## src/rtl/luma_threshold_scheduler_pkg.sv

```systemverilog
// Shared types and constants for the luma threshold calibration controller.
package luma_threshold_scheduler_pkg;

    localparam int PIX_W = 8;
    localparam int CNT_W = 17;
    localparam int SUM_W = 25;

    localparam int IMAGE_WIDTH = 384;
    localparam int IMAGE_HIGHT = 216;

    typedef enum logic [2:0] {
        ST_IDLE     = 3'd0,
        ST_WAIT_SOF = 3'd1,
        ST_SCAN     = 3'd2,
        ST_DIV_LO   = 3'd3,
        ST_DIV_HI   = 3'd4,
        ST_UPDATE   = 3'd5,
        ST_RUN      = 3'd6
    } state_e;

    // Magnitude of the difference between two luma codes.
    function automatic logic [PIX_W-1:0] abs_diff(input logic [PIX_W-1:0] a,
                                                  input logic [PIX_W-1:0] b);
        return (a > b) ? (a - b) : (b - a);
    endfunction

endpackage

```

## src/rtl/luma_threshold_scheduler_seq_divider.sv

```systemverilog
// Unsigned restoring divider, one quotient bit per cycle.
// A start pulse loads the operands; SUM_W cycles later done pulses for one
// cycle and quotient holds the low PIX_W bits of the floored result.
module seq_divider
    import luma_threshold_scheduler_pkg::*;
(
    input  logic             clk,
    input  logic             rst,
    input  logic             start,
    input  logic [SUM_W-1:0] dividend,
    input  logic [CNT_W-1:0] divisor,
    output logic [PIX_W-1:0] quotient,
    output logic             done
);

    logic [SUM_W-1:0] acc_q, acc_d;    // dividend shifts out, quotient shifts in
    logic [CNT_W-1:0] rem_q, rem_d;
    logic [4:0]       step_q, step_d;
    logic             done_q, done_d;
    logic [CNT_W:0]   trial;

    // Load on start, then one shift-subtract step per cycle.
    always_comb begin
        acc_d  = acc_q;
        rem_d  = rem_q;
        step_d = step_q;
        done_d = 1'b0;
        trial  = {rem_q, acc_q[SUM_W-1]};
        if (start) begin
            acc_d  = dividend;
            rem_d  = '0;
            step_d = 5'(SUM_W);
        end else if (step_q != 5'd0) begin
            if (trial >= {1'b0, divisor}) begin
                rem_d = trial[CNT_W-1:0] - divisor;
                acc_d = {acc_q[SUM_W-2:0], 1'b1};
            end else begin
                rem_d = trial[CNT_W-1:0];
                acc_d = {acc_q[SUM_W-2:0], 1'b0};
            end
            step_d = step_q - 5'd1;
            if (step_q == 5'd1) done_d = 1'b1;
        end
    end

    // Divider state registers.
    always_ff @(posedge clk or negedge rst) begin
        if (!rst) begin
            acc_q  <= '0;
            rem_q  <= '0;
            step_q <= '0;
            done_q <= 1'b0;
        end else begin
            acc_q  <= acc_d;
            rem_q  <= rem_d;
            step_q <= step_d;
            done_q <= done_d;
        end
    end

    assign quotient = acc_q[PIX_W-1:0];
    assign done     = done_q;

endmodule

```

## src/rtl/luma_threshold_scheduler.sv

```systemverilog
// Per-frame isodata calibration of the decider's class_1/class_2 thresholds.
// Scans whole frames, splits pixels by the current threshold, divides the
// class sums by their counts, and hands off to the decider once converged.
module luma_threshold_scheduler
    import luma_threshold_scheduler_pkg::*;
#(
    parameter int               IMAGE_WIDTH = luma_threshold_scheduler_pkg::IMAGE_WIDTH,
    parameter int               IMAGE_HIGHT = luma_threshold_scheduler_pkg::IMAGE_HIGHT,
    parameter int               MAX_ITER    = 8,
    parameter int               CONV_TOL    = 1,
    parameter logic [PIX_W-1:0] INIT_C1     = 8'd64,
    parameter logic [PIX_W-1:0] INIT_C2     = 8'd192
) (
    input  logic             clk,
    input  logic             rst,
    input  logic             start,
    input  logic             sof,
    input  logic             pix_valid,
    input  logic [PIX_W-1:0] luma_ch,
    output logic [PIX_W-1:0] class_1,
    output logic [PIX_W-1:0] class_2,
    output logic             decide_en,
    output logic             decider_rst,
    output logic             busy,
    output logic [3:0]       iter_cnt,
    output logic [2:0]       dbg_state
);

    localparam logic [CNT_W-1:0] LAST_PIX   = CNT_W'(IMAGE_WIDTH * IMAGE_HIGHT - 1);
    localparam logic [3:0]       MAX_ITER_C = 4'(MAX_ITER);
    localparam logic [PIX_W-1:0] TOL_C      = PIX_W'(CONV_TOL);

    // Pixel stream handshake: a sample is consumed on every cycle where
    // pix_valid is high; there is no backpressure, so gaps simply stall.

    state_e           state_q, state_d;
    logic [CNT_W-1:0] pix_idx_q, pix_idx_d;
    logic [SUM_W-1:0] lo_sum_q, lo_sum_d, hi_sum_q, hi_sum_d;
    logic [CNT_W-1:0] lo_cnt_q, lo_cnt_d, hi_cnt_q, hi_cnt_d;
    logic [PIX_W-1:0] new_lo_q, new_lo_d, new_hi_q, new_hi_d;
    logic [PIX_W-1:0] class_1_q, class_1_d, class_2_q, class_2_d;
    logic [3:0]       iter_q, iter_d;
    logic             div_run_q, div_run_d;
    logic             en_q, en_d, drst_q, drst_d, busy_q, busy_d;

    logic             acc_en, div_start, div_done, is_dark, converged;
    logic [PIX_W-1:0] th, div_quot;
    logic [SUM_W-1:0] div_dividend;
    logic [CNT_W-1:0] div_divisor;

    // Same floored threshold the decider uses.
    assign th        = (class_1_q >> 1) + (class_2_q >> 1);
    assign is_dark   = (luma_ch < th);
    assign converged = (abs_diff(new_lo_q, class_1_q) <= TOL_C) &&
                       (abs_diff(new_hi_q, class_2_q) <= TOL_C);

    // One divider serves both classes; the state selects the operands.
    assign div_dividend = (state_q == ST_DIV_HI) ? hi_sum_q : lo_sum_q;
    assign div_divisor  = (state_q == ST_DIV_HI) ? hi_cnt_q : lo_cnt_q;

    seq_divider u_div (
        .clk      (clk),
        .rst      (rst),
        .start    (div_start),
        .dividend (div_dividend),
        .divisor  (div_divisor),
        .quotient (div_quot),
        .done     (div_done)
    );

    // Calibration FSM and accumulator next-state logic.
    always_comb begin
        state_d   = state_q;
        pix_idx_d = pix_idx_q;
        lo_sum_d  = lo_sum_q;
        hi_sum_d  = hi_sum_q;
        lo_cnt_d  = lo_cnt_q;
        hi_cnt_d  = hi_cnt_q;
        new_lo_d  = new_lo_q;
        new_hi_d  = new_hi_q;
        class_1_d = class_1_q;
        class_2_d = class_2_q;
        iter_d    = iter_q;
        div_run_d = div_run_q;
        en_d      = en_q;
        drst_d    = 1'b0;
        busy_d    = busy_q;
        acc_en    = 1'b0;
        div_start = 1'b0;
        case (state_q)
            ST_IDLE: begin
                if (start) begin
                    iter_d  = '0;
                    busy_d  = 1'b1;
                    state_d = ST_WAIT_SOF;
                end
            end
            ST_WAIT_SOF: begin
                if (sof && pix_valid) begin
                    acc_en    = 1'b1;
                    pix_idx_d = CNT_W'(1);
                    state_d   = ST_SCAN;
                end
            end
            ST_SCAN: begin
                if (pix_valid) begin
                    acc_en    = 1'b1;
                    pix_idx_d = pix_idx_q + CNT_W'(1);
                    if (pix_idx_q == LAST_PIX) state_d = ST_DIV_LO;
                end
            end
            ST_DIV_LO: begin
                if (lo_cnt_q == '0) begin
                    new_lo_d = class_1_q;          // empty class keeps its mean
                    state_d  = ST_DIV_HI;
                end else if (!div_run_q) begin
                    div_start = 1'b1;
                    div_run_d = 1'b1;
                end else if (div_done) begin
                    new_lo_d  = div_quot;
                    div_run_d = 1'b0;
                    state_d   = ST_DIV_HI;
                end
            end
            ST_DIV_HI: begin
                if (hi_cnt_q == '0) begin
                    new_hi_d = class_2_q;
                    state_d  = ST_UPDATE;
                end else if (!div_run_q) begin
                    div_start = 1'b1;
                    div_run_d = 1'b1;
                end else if (div_done) begin
                    new_hi_d  = div_quot;
                    div_run_d = 1'b0;
                    state_d   = ST_UPDATE;
                end
            end
            ST_UPDATE: begin
                class_1_d = new_lo_q;
                class_2_d = new_hi_q;
                iter_d    = iter_q + 4'd1;
                lo_sum_d  = '0;
                hi_sum_d  = '0;
                lo_cnt_d  = '0;
                hi_cnt_d  = '0;
                pix_idx_d = '0;
                if (converged || (iter_q + 4'd1) == MAX_ITER_C) begin
                    drst_d  = 1'b1;
                    state_d = ST_RUN;
                end else begin
                    state_d = ST_WAIT_SOF;
                end
            end
            ST_RUN: begin
                if (start) begin
                    en_d    = 1'b0;
                    iter_d  = '0;
                    busy_d  = 1'b1;
                    state_d = ST_WAIT_SOF;
                end else if (drst_q) begin
                    en_d   = 1'b1;             // decider leaves reset this cycle
                    busy_d = 1'b0;
                end
            end
            default: state_d = ST_IDLE;
        endcase
        if (acc_en) begin
            if (is_dark) begin
                lo_sum_d = lo_sum_q + SUM_W'(luma_ch);
                lo_cnt_d = lo_cnt_q + CNT_W'(1);
            end else begin
                hi_sum_d = hi_sum_q + SUM_W'(luma_ch);
                hi_cnt_d = hi_cnt_q + CNT_W'(1);
            end
        end
    end

    // State registers; reset abandons any frame in flight.
    always_ff @(posedge clk or negedge rst) begin
        if (!rst) begin
            state_q   <= ST_IDLE;
            pix_idx_q <= '0;
            lo_sum_q  <= '0;
            hi_sum_q  <= '0;
            lo_cnt_q  <= '0;
            hi_cnt_q  <= '0;
            new_lo_q  <= INIT_C1;
            new_hi_q  <= INIT_C2;
            class_1_q <= INIT_C1;
            class_2_q <= INIT_C2;
            iter_q    <= '0;
            div_run_q <= 1'b0;
            en_q      <= 1'b0;
            drst_q    <= 1'b0;
            busy_q    <= 1'b0;
        end else begin
            state_q   <= state_d;
            pix_idx_q <= pix_idx_d;
            lo_sum_q  <= lo_sum_d;
            hi_sum_q  <= hi_sum_d;
            lo_cnt_q  <= lo_cnt_d;
            hi_cnt_q  <= hi_cnt_d;
            new_lo_q  <= new_lo_d;
            new_hi_q  <= new_hi_d;
            class_1_q <= class_1_d;
            class_2_q <= class_2_d;
            iter_q    <= iter_d;
            div_run_q <= div_run_d;
            en_q      <= en_d;
            drst_q    <= drst_d;
            busy_q    <= busy_d;
        end
    end

    assign class_1     = class_1_q;
    assign class_2     = class_2_q;
    assign decide_en   = en_q;
    assign decider_rst = drst_q;
    assign busy        = busy_q;
    assign iter_cnt    = iter_q;
    assign dbg_state   = state_q;

endmodule

```

## config.mk

```make
export PLATFORM = sky130hd
export DESIGN_NAME = luma_threshold_scheduler
export DESIGN_NICKNAME = d
export VERILOG_FILES = /design/src/rtl/luma_threshold_scheduler_pkg.sv /design/src/rtl/luma_threshold_scheduler_seq_divider.sv /design/src/rtl/luma_threshold_scheduler.sv
export SDC_FILE = /design/constraint.sdc
export NUM_CORES = 1
export LEC_CHECK = 0
export CAP_MARGIN = 10
export CORE_ASPECT_RATIO = 0.7
export CORE_MARGIN = 4
export CORE_UTILIZATION = 63
export CTS_CLUSTER_DIAMETER = 50
export DETAILED_ROUTE_END_ITERATION = 6
export PLACE_DENSITY = 0.87
export SLEW_MARGIN = 20
export SYNTH_ARGS = -nofsm -noshare
export SYNTH_HDL_FRONTEND = slang
export SYNTH_HIERARCHICAL = 1
export SYNTH_SLANG_ARGS = --single-unit
```

## constraint.sdc

```tcl
create_clock -name clk -period 4.2 [get_ports clk]
set_input_delay 0.42 -clock clk [delete_from_list [all_inputs] [get_ports clk]]
set_output_delay 0.42 -clock clk [all_outputs]
set_load 0.005 [all_outputs]
```

# Yosys cells after proc, flatten, opt, wreduce, memory -nomap -nowiden
# Index checks and enable logic that the tools add are counted.
word_totals:
  ff_bits: 192
  out_inout_bits: 26
  elab_cells: 153
classes:
  n_eq_ne: 21
  mux: 68
  reduce_logical: 26
  n_lt_le_gt_ge: 6
  n_addsub: 13
op_table:
  columns: ["operator", "count"]
  rows:
  - ["$mux W25", 9]
  - ["$mux W17", 12]
  - ["$add A17 B1 Y17 const B", 3]
  - ["$pmux W17 S3", 1]
  - ["$add A25 B8 Y25", 2]
  - ["$mux W8", 6]
  - ["$logic_not A17 Y1", 2]
  - ["$mux W3", 11]
  - ["$sub A8 B8 Y8", 4]
  - ["$mux W1", 20]
  - ["$ge A18 B17 Y1", 1]
  - ["$pmux W3 S6", 1]
  - ["$reduce_bool A2 Y1", 9]
  - ["$eq A17 B17 Y1 const B", 1]
  - ["$sub A17 B17 Y17", 1]
  - ["$gt A8 B8 Y1", 2]
  - ["$le A8 B1 Y1 const B", 2]
  - ["$reduce_and A3 Y1", 5]
  - ["$ne A2 B2 Y1 const B", 6]
  - ["$mux W5", 2]
  - ["$eq A3 B3 Y1 const B", 3]
  - ["$add A7 B7 Y8", 1]
  - ["$lt A8 B8 Y1", 1]
  - ["$pmux W1 S2", 4]
  - ["other kinds (20)", 25]

# Logic depth before layout (Yosys ltp)
# Gate-level depths: netlist (run 1).
logic_depth:
  word_depth: 7
  mapped_depth: 17

# Hierarchy
# Netlist (run 1), hierarchy kept.
by_module_without_submodules:
  columns: ["mod", "area_per_inst_um2", "cells_per_inst", "instances"]
  rows:
  - ["luma_threshold_scheduler", 9708.1, 1087, 1]
  - ["seq_divider", 3365.7, 380, 1]

# Least setup slack after synthesis (run 1)
# OpenSTA, ideal clock, no wires.
synth_path:
  path_kind: "reg-to-reg"
  start: "reg state_q[2] (netlist: dbg_state[2])"
  end: "reg u_div.rem_q[10]"
  slack_ns: 0.426
  path_stages_with_launch: 16
  arrival_ns: 3.678
  synth_period_minus_slack_ns: 3.774
  required_ns: 4.104
  n_path_buf: 4
  path_cell_list: "dfrtp_1 > clkbuf_1 > nand2b_1 > nor2_1 > clkbuf_1 > clkbuf_1 > mux2_2 > inv_1 > ha_1 > clkbuf_1 > nand3_1 > or3b_1 > a311oi_2 > nor4_2 > or3_1 > a311oi_2"
synth_between:
  elab_chain_cells: 6
  elab_cells_between_ends: 10
synth_lines:
  columns: ["element", "line", "text"]
  rows:
  - ["from (decl)", "luma_threshold_scheduler.sv:36", "state_e state_q, state_d;"]
  - ["from (signal assigned)", "luma_threshold_scheduler.sv:197", "state_q <= state_d;"]
  - ["$eq A3 B3 Y1", "luma_threshold_scheduler.sv:59", "assign div_divisor = (state_q == ST_DIV_HI) ? hi_cnt_q : lo_cnt_q;"]
  - ["$mux W17", "luma_threshold_scheduler.sv:59", null]
  - ["named net div_divisor[14]", "luma_threshold_scheduler.sv:49", "logic [CNT_W-1:0] div_divisor;"]
  - ["$ge A18 B17 Y1", "luma_threshold_scheduler_seq_divider.sv:34", "if (trial >= {1'b0, divisor}) begin"]
  - ["$mux W17", "luma_threshold_scheduler_seq_divider.sv:34", null]
  - ["$mux W17", "luma_threshold_scheduler_seq_divider.sv:33", "end else if (step_q != 5'd0) begin"]
  - ["$mux W17", "luma_threshold_scheduler_seq_divider.sv:29", "if (start) begin"]
  - ["to (signal assigned)", "luma_threshold_scheduler_seq_divider.sv:55", "rem_q <= rem_d;"]
  - ["to (decl)", "luma_threshold_scheduler_seq_divider.sv:17", "logic [CNT_W-1:0] rem_q, rem_d;"]
# The timed path passes the listed nets, and every way through them passes these cells. The select of a mux whose other input is x is not followed.
# A chain may end at the register's enable or synchronous reset.

# Final worst setup path (run 1)
layout_path:
  start: "reg class_1_q[1] (netlist: class_1[1])"
  end: "reg hi_sum_q[5]"
layout_between:
  elab_chain_cells: 4
layout_lines:
  columns: ["element", "line", "text"]
  rows:
  - ["from (decl)", "luma_threshold_scheduler.sv:41", "logic [PIX_W-1:0] class_1_q, class_1_d, class_2_q, class_2_d;"]
  - ["from (signal assigned)", "luma_threshold_scheduler.sv:205", "class_1_q <= class_1_d;"]
  - ["$add A7 B7 Y8", "luma_threshold_scheduler.sv:52", "assign th = (class_1_q >> 1) + (class_2_q >> 1);"]
  - ["$lt A8 B8 Y1", "luma_threshold_scheduler.sv:53", "assign is_dark = (luma_ch < th);"]
  - ["$mux W25", "luma_threshold_scheduler.sv:168", "if (is_dark) begin"]
  - ["$mux W25", "luma_threshold_scheduler.sv:167", "if (acc_en) begin"]
  - ["named net hi_sum_d[5]", "luma_threshold_scheduler.sv:38", "logic [SUM_W-1:0] lo_sum_q, lo_sum_d, hi_sum_q, hi_sum_d;"]
  - ["to (signal assigned)", "luma_threshold_scheduler.sv:200", "hi_sum_q <= hi_sum_d;"]
  - ["to (decl)", "luma_threshold_scheduler.sv:38", null]
# The timed path passes the listed nets, and every way through them passes these cells.

==> flow_summary.ini, run 1 <==
[layout]
fin_area_um2 = 14300
regArea_um2 = 4810
drive_gt1_share_pct = 8.72
nets = 1585
syn_to_final_growth_pct = 9.33
antenna_cells = 0
num-fill-cells = 1457
multiInputGateArea_um2 = 7600
fin_cells = 1761

[worst_setup_path]
crit_type = reg -> reg
crit_required_ns = 4.48
critPathMaxFanout = 18
endpoint_kind = flop
reg2reg_slack_ns = 0.33
critPathLaunchType = flop
arrival_ns = 4.15

[route]
vias_per_cell = 6.49
drt_iter0_drc = 1252
ant_nets = 0
num_vias = 11400
drt-total-wl_um = 33100
wl_per_cell_um = 18.8
drtPass1Iterations = 7
post-route-drc-count = 0

[die]
core_um2 = 20100
io_pins = 39
initial_core_util_pct = 65.0
fp.dieArea_um2 = 23200
fp.dieW_um = 180
die_h_um = 129
row_count = 43

[sta]
finClkSkew_ns = 0.0164
clock.fmax_mhz = 259
fin_crit_sh_pct = 92.1
max_slew_margin_pct = 23.8
hold_viol_final = 0
slew_viol_final = 0
period_minus_slack_ns = 3.87
rsz0062_at_grt = no
setup_slack_ns = 0.334
finalSetupViolations = 0
tightest_slew_ns = 1.14
finalSetupTns_ns = 0

[clock_tree]
clock_sinks = 192
ctsHoldBuffers = 0
htreeDepth = 4
cts_root_buffer = clkbuf_16
cts_buffer_depth = 2
cts_tree = built
clkTransAtPathRegs_ns = 0.08
clock_latency_ns = 0.45
cts_buffers = 17

[power_and_ir_drop]
peakVddDrop_v = 0.000412
pwr_density_cell_nw_per_um2 = 787
p_leak_uw = 0.00621
power_uw = 11300

[placed_design]
dp_hpwl_um = 23400
place_inst = 1727
io_buffers = 38
dp_slack_ns = 0.243
place_area_um2 = 13700
gp_congestion = 0.911

[yosys]
synth_area_um2 = 13100
syn_nets = 1574
ys.flop_type = dfrtp_1
synth_cell_type_count = 79
async_flop_share_pct = 100
synthCells = 1467
ys_ff_latch = 192
synth_top_area_share_pct = 35.6
seq_area_frac_synth_pct = 36.8
synth_area_leaders = dfrtp_1 (36%), ha_1 (8.2%), mux2i_1 (5.4%)
yosys_warnings = 6
synth_top_cell_by_area = dfrtp_1
post_synth.cell_area_avg_um2 = 8.91
synth-edff-count = 0

[global_route]
antenna_found_initial = 1
grt_pass1_wl_um = 55300
grt_pass1_vias = 11000
gr-total-overflow = 0
grt_max_degree = 123
grt.total_usage_pct = 28.8

[outcome]
status = finished clean

[hold_path]
hold_path_class = in -> async

[run]
max_cap_violations = 0
-- worst paths after layout --
path	from	endpoint	cells past startpoint
min in group clk	hi_sum_q[18]	hi_sum_q[18]	1
hold / removal	rst	class_1[3]	1
setup reg to reg	class_1[1]	hi_sum_q[5]	15
max in group asynchronous	rst	new_hi_q[7]	2
hold reg to reg	hi_sum_q[18]	hi_sum_q[18]	1
setup / recovery	class_1[1]	hi_sum_q[5]	15
-- cells in the final DEF (no fill, tap or decap), types with 22 or more instances in the layout --
cell type,count
a21oi_1,80
and3_1,24
buf_4,28
clkdlybuf4s50_1,37
dfrtp_1,186
ha_1,86
inv_1,92
mux2_2,42
mux2i_1,70
nand2_1,150
nand3_1,59
nand4_1,35
nor2_1,94
o21ai_0,99
o31ai_1,27
xnor2_1,22
xor2_1,25
-- cells by family (layout without fill, tap and decap cells) --
family / count (synthesis) / in the layout / synth area share, %
buf+inv: 168 / 192 / 5.30
simple gates: 489 / 489 / 18.7
xor+xnor: 47 / 47 / 3.15
compound gates: 365 / 365 / 17.6
fa+ha+maj: 94 / 94 / 9.46
flops: 192 / 192 / 36.8
mux: 112 / 112 / 8.98
-- cell usage after synthesis, drive strengths merged, types with 35 or more instances --
cell type  instances
mux2i             70
clkbuf            48
nand4             35
nand2            151
mux2              42
a21oi             81
nand3             60
ha                86
inv               93
nor2              95
dfrtp            186
o21ai            115
-- power breakdown --
group | internal, µW | switching (µW) | leakage [µW]
Combinational | 2730 | 3620 | 0.00352
Clock | 831 | 787 | 0.000281
Sequential | 2540 | 745 | 0.00242
-- flip-flops by register name, indices dropped and copies added (netlist names), 3 cells and up --
signal        flops
iter_cnt          4
hi_cnt_q         17
u_div/acc_q      25
lo_cnt_q         17
pix_idx_q        17
dbg_state         3
new_lo_q          8
lo_sum_q         25
hi_sum_q         25
new_hi_q          8
class_1           8
class_2           8
u_div/rem_q      17
u_div/step_q      5
-- stage by stage --
stage | utilization, % | hold WS [ns]
floorplan | - | 0.124
CTS | 71.0 | 0.171
detailed placement | 68.1 | 0.484
global placement | 68.1 | 0.470
global route | 71.0 | 0.202
finish | 71.0 | 0.0984
-- worst max-delay path: stages (launching register included) --
cell	delay, ns
dfrtp_1	0.38
ha_1	0.23
fa_1	0.40
a21o_1	0.17
a21oi_1	0.22
o21bai_1	0.09
a21oi_1	0.18
xor2_1	0.17
ha_1	0.21
o21ai_1	0.08
nand2b_1	0.07
a21boi_1	0.34
a21o_1	0.28
nand2_1	0.44
nand3_1	0.27
o21ai_0	0.17
-- layer usage --
metal	vias up	track usage [%]	routed length, µm
li1	5296	-	-
met1	5501	39.9	14400
met2	559	45.0	14700
met3	78	7.88	3410
met4	2	8.53	571
met5	-	0	32
-- layout make-up --
type / instances / share of cell area, %
clock inverter: 12 / 0.805
tap: 270 / 2.36
sequential: 192 / 33.7
multi-input combinational: 1107 / 53.2
clock buffer: 20 / 3.27
inverter: 93 / 2.44
timing repair buffer: 67 / 4.30
-- repair_timing --
item                                    4_1_cts  5_1_grt
hold endpoints to repair                      0        0
setup buffers                                 0        2
gates resized for setup                       0        0
endpoints found under the setup margin        0        2
No activity file was read; power rests on OpenSTA's default activity.
==> run 2, diff against run 1 <==
Settings changed: CORE_UTILIZATION 63 to 65, CTS_BUF_LIST set to sky130_fd_sc_hd__clkbuf_8, PLACE_DENSITY 0.87 to 0.9.
==> flow_summary.ini, run 2 (synthesis results as in run 1) <==
[die]
core_um2 = 19800
io_pins = 39
initial_core_util_pct = 66.0
die_h_um = 127
fp.dieArea_um2 = 22500
fp.dieW_um = 178
row_count = 43

[power_and_ir_drop]
pwr_density_cell_nw_per_um2 = 771
p_leak_uw = 0.00617
peakVddDrop_v = 0.000460

[worst_setup_path]
reg2reg_slack_ns = 0.26
critPathLaunch = dbg_state[1]
crit_chain = nand2b_1, nor2_4, buf_4, mux2_2, inv_1, ha_1, and4_4, or3b_1, a311oi_2, nor4_4, buf_4, buf_4, or3b_1, o31ai_1
crit_required_ns = 4.60
rr_startpoint = dbg_state[1]
cpPeakStageDelay_ns = 0.42
endpoint = u_div/rem_q[14]
critPathMaxFanout = 19
crit_slowest_cell = dfrtp_1
r2r.worst_path.cells = 14
arrival_ns = 4.34
r2r-end = u_div/rem_q[14]
crit_top_cell = buf_4
critPathLaunchType = flop
crit_type = reg -> reg
endpoint_kind = flop

[sta]
max_slew_margin_pct = 36.3
finalSetupTns_ns = 0
slew_viol_final = 0
finalSetupViolations = 0
clock.fmax_mhz = 254
hold_viol_final = 1
tightest_slew_ns = 0.953
rsz0062_at_grt = no
finClkSkew_ns = 0.0255
period_minus_slack_ns = 3.94
fin_crit_sh_pct = 93.8
setup_slack_ns = 0.260
hold_slack_ns = -0.00609

[route]
vias_per_cell = 6.50
wl_per_cell_um = 18.9
post-route-drc-count = 0
wl_met2_um = 14900
drt_iter0_drc = 1217
ant_nets = 0
wl_met3_um = 3080
met1_length_um = 14800
routed.top_layer = met4
drtPass1Iterations = 6
drt-total-wl_um = 33400
num_vias = 11500

[layout]
drive_gt1_share_pct = 9.15
nets = 1591
reg_top3 = hi_sum_q (25), lo_sum_q (25), u_div/acc_q (25)
multiInputGateArea_um2 = 7600
syn_to_final_growth_pct = 8.51
layout_commonest_cell = dfrtp_1
num-fill-cells = 1466
layout_common_cells = dfrtp_1 (186), nand2_1 (150), o21ai_0 (99), nor2_1 (94), inv_1 (92)
fin_cells = 1767
antenna_cells = 0
post-route-util_pct = 71.7
regArea_um2 = 4810

[clock_tree]
clock_sinks = 192
cts_buffers = 17
ctsHoldBuffers = 0
cts_buffer_depth = 2
cts_root_buffer = clkbuf_8
htreeDepth = 4
clkTransAtPathRegs_ns = 0.12
clock_latency_ns = 0.49
cts_tree = built

[global_route]
antenna_found_initial = 0
grt_pass1_vias = 11100
grt_max_degree = 98
grt_pass1_wl_um = 55700
gr-total-overflow = 0
grt.total_usage_pct = 30.2

[outcome]
violations = hold timing
status = complete, but fails checks

[placed_design]
gp_congestion = 0.962
dp_slack_ns = 0.261
dp_hpwl_um = 23900
io_buffers = 38
place_inst = 1729

[run]
max_cap_violations = 0

[hold_path]
hold_path_class = in -> async
run 2: cell types whose count changed in the layout (fill, tap and decap cells not counted), moves of 2 or more:
cell | before | now
buf_4 | 28 | 34
clkbuf_16 | 17 | 0
clkbuf_8 | 4 | 18
clkinv_4 | 2 | 0
clkinv_8 | 1 | 7
inv_6 | 5 | 2
inv_8 | 2 | 4
run 2: where the power goes:
part	total, µW	switching, µW	internal, µW	leakage [µW]
Clock	1270	810	462	0.000204
Combinational	6380	3640	2750	0.00355
Sequential	3290	752	2540	0.00242
Total	10900	5200	5740	0.00617
run 2: through the flow:
stage | hold WS (ns) | power [µW] | instance area [µm²]
finish | -0.00609 | 10900 | 14200
global route | 0.0360 | 11800 | 14200
CTS | 0.0231 | 10700 | 14100
global placement | 0.454 | 9080 | 13700
floorplan | 0.124 | 7720 | 13100
detailed placement | 0.485 | 9400 | 13700
run 2: timing repair:
action,CTS,global route
endpoints found under the setup margin,0,16
buffers inserted,0,6
gates resized for setup,0,1
endpoints found under the hold margin,0,0
run 2: how the worst min path moves through the flow:
stage | cells after the start | slack [ns] | from | end
6_report | 1 | -0.006 | rst | class_1[4]
5_1_grt | 1 | 0.04 | rst | class_1[4]
4_1_cts | 1 | 0.02 | rst | class_1[4]
3_5_place_dp | 1 | 0.49 | hi_sum_q[24] | hi_sum_q[24]
3_3_place_gp | 1 | 0.45 | hi_sum_q[24] | hi_sum_q[24]
2_1_floorplan | 0 | 0.12 | rst | busy
run 2: cell type report:
type | instances | share of cell area (%)
multi-input cells | 1107 | 53.6
repair buffers | 73 | 4.65
well taps | 270 | 2.38
clock buffers | 17 | 1.65
inverters | 93 | 2.46
clock inverters | 15 | 1.35
flip-flops and latches | 192 | 33.9
run 2: worst max-delay path: cells and delay by family, from the launching register on:
kind | cells | cell delay [ns]
compound gates | 2 | 0.49
fa+ha+maj | 1 | 0.21
buf+inv | 4 | 0.63
flops | 1 | 0.42
mux | 1 | 0.33
simple gates | 6 | 1.76
run 2: per-layer routing:
layer / global-route usage, % / vias up
met2: 45.3 / 572
li1: - / 5307
met5: 0 / -
met1: 44.3 / 5530
met4: 8.77 / 0
met3: 6.67 / 70
==> run 3, diff against run 2 <==
Settings changed: CORE_MARGIN 4 to 1.
==> flow_summary.ini, run 3 (synthesis results as in run 1) <==
[outcome]
status = complete, but fails checks
violations = hold timing

[sta]
slew_viol_final = 0
finalSetupTns_ns = 0
finClkSkew_ns = 0.0171
tightest_slew_ns = 0.972
clock.fmax_mhz = 258
finalSetupViolations = 0
fin_crit_sh_pct = 92.3
hold_slack_ns = -0.0158
hold_viol_final = 1
max_slew_margin_pct = 33.5
period_minus_slack_ns = 3.88
rsz0062_at_grt = no

[power_and_ir_drop]
power_uw = 10800
peakVddDrop_v = 0.000508
pwr_density_cell_nw_per_um2 = 767
p_leak_uw = 0.00613

[die]
core_um2 = 19300
fp.dieW_um = 172
io_pins = 39
row_count = 42
initial_core_util_pct = 67.8
die_h_um = 121
fp.dieArea_um2 = 20700

[worst_setup_path]
endpoint_kind = flop
critPathLaunchType = flop
crit_required_ns = 4.63
crit_top_cell = a21oi_1
critPathMaxFanout = 9
crit_type = reg -> reg
arrival_ns = 4.30
cpPeakStageDelay_ns = 0.44
crit_slowest_cell = or3_1
crit_buf_inv = 0
cpLargestDelayFamily = compound AO/OA/AOI/OAI gates
crit_chain = ha_1, fa_1, a21o_1, a21oi_1, o21bai_1, a21oi_1, xor2_1, ha_1, o21ai_1, nand2b_1, a21boi_1, a21o_1, nand4_1, or3_1, a21oi_1

[route]
num_vias = 11300
ant_nets = 0
vias_per_cell = 6.44
wl_per_cell_um = 18.4
drtPass1Iterations = 7
post-route-drc-count = 0
drt-total-wl_um = 32300
drt_iter0_drc = 1322

[clock_tree]
cts_buffers = 17
ctsHoldBuffers = 0
cts_buffer_depth = 2
htreeDepth = 4
cts_root_buffer = clkbuf_8
clock_sinks = 192
clock_latency_ns = 0.50
clkTransAtPathRegs_ns = 0.10
cts_tree = built

[layout]
fin_cells = 1754
syn_to_final_growth_pct = 7.66
antenna_cells = 0
drive_gt1_share_pct = 8.52
nets = 1585
reg_top3 = hi_sum_q (25), lo_sum_q (25), u_div/acc_q (25)
layout_commonest_cell = dfrtp_1
layout_common_cells = dfrtp_1 (186), nand2_1 (150), o21ai_0 (99), inv_1 (94), nor2_1 (94)

[run]
max_cap_violations = 0

[placed_design]
place_inst = 1721
io_buffers = 38
gp_congestion = 0.962
dp_hpwl_um = 23300

[hold_path]
hold_path_class = in -> async

[global_route]
grt_max_degree = 105
grt_pass1_vias = 10500
gr-total-overflow = 0
grt_pass1_wl_um = 52800
antenna_found_initial = 0
grt.total_usage_pct = 32.6
==> run 3: final cells by class <==
class	instances	area, µm²
multi-input combinational	1107	7600
clock inverter	12	109
tap	264	330
inverter	93	349
clock buffer	19	262
fill	1376	5210
timing repair buffer	67	614
sequential	192	4810
==> run 3: routing by layer <==
layer	vias to the layer above	track usage, %	wire, µm
li1	5295	-	-
met4	0	10.1	584
met1	5425	46.6	14400
met5	-	0	0
met2	521	48.8	14000
met3	57	7.95	3210
==> run 3: where the power goes <==
group | internal, µW | leakage (µW) | switching [µW] | total [µW]
clock | 503 | 0.000199 | 702 | 1210
combinational | 2710 | 0.00352 | 3580 | 6290
sequential | 2540 | 0.00242 | 753 | 3290
total | 5750 | 0.00613 | 5040 | 10800
==> run 3: stage by stage <==
step / setup WS, ns / utilization [%] / hold WS [ns] / area [µm²]
6_report: 0.322 / 73.0 / -0.0158 / 14100
5_1_grt: 0.0248 / 73.0 / 0.0855 / 14100
4_1_cts: 0.258 / 72.9 / 0.0438 / 14100
3_5_place_dp: 0.285 / 71.0 / 0.484 / 13700
3_3_place_gp: 0.348 / 71.0 / 0.470 / 13700
2_1_floorplan: 0.426 / - / 0.124 / 13100
==> run 3: path summary, 6_finish.rpt <==
kind | from | to | slack, ns | cells past startpoint
min reg2reg | hi_sum_q[22] | hi_sum_q[22] | 0.50 | 1
min | rst | class_1[4] | -0.02 | 1
max in group asynchronous | rst | lo_sum_q[23] | 3.20 | 2
max | class_1[1] | hi_cnt_q[12] | 0.32 | 15
min in group clk | hi_sum_q[22] | hi_sum_q[22] | 0.50 | 1
max reg2reg | class_1[1] | hi_cnt_q[12] | 0.32 | 15
==> run 3: what timing repair did <==
item / CTS / global route
buffers inserted: 0 / 2
resized for setup: 0 / 0
setup endpoints to repair: 0 / 2
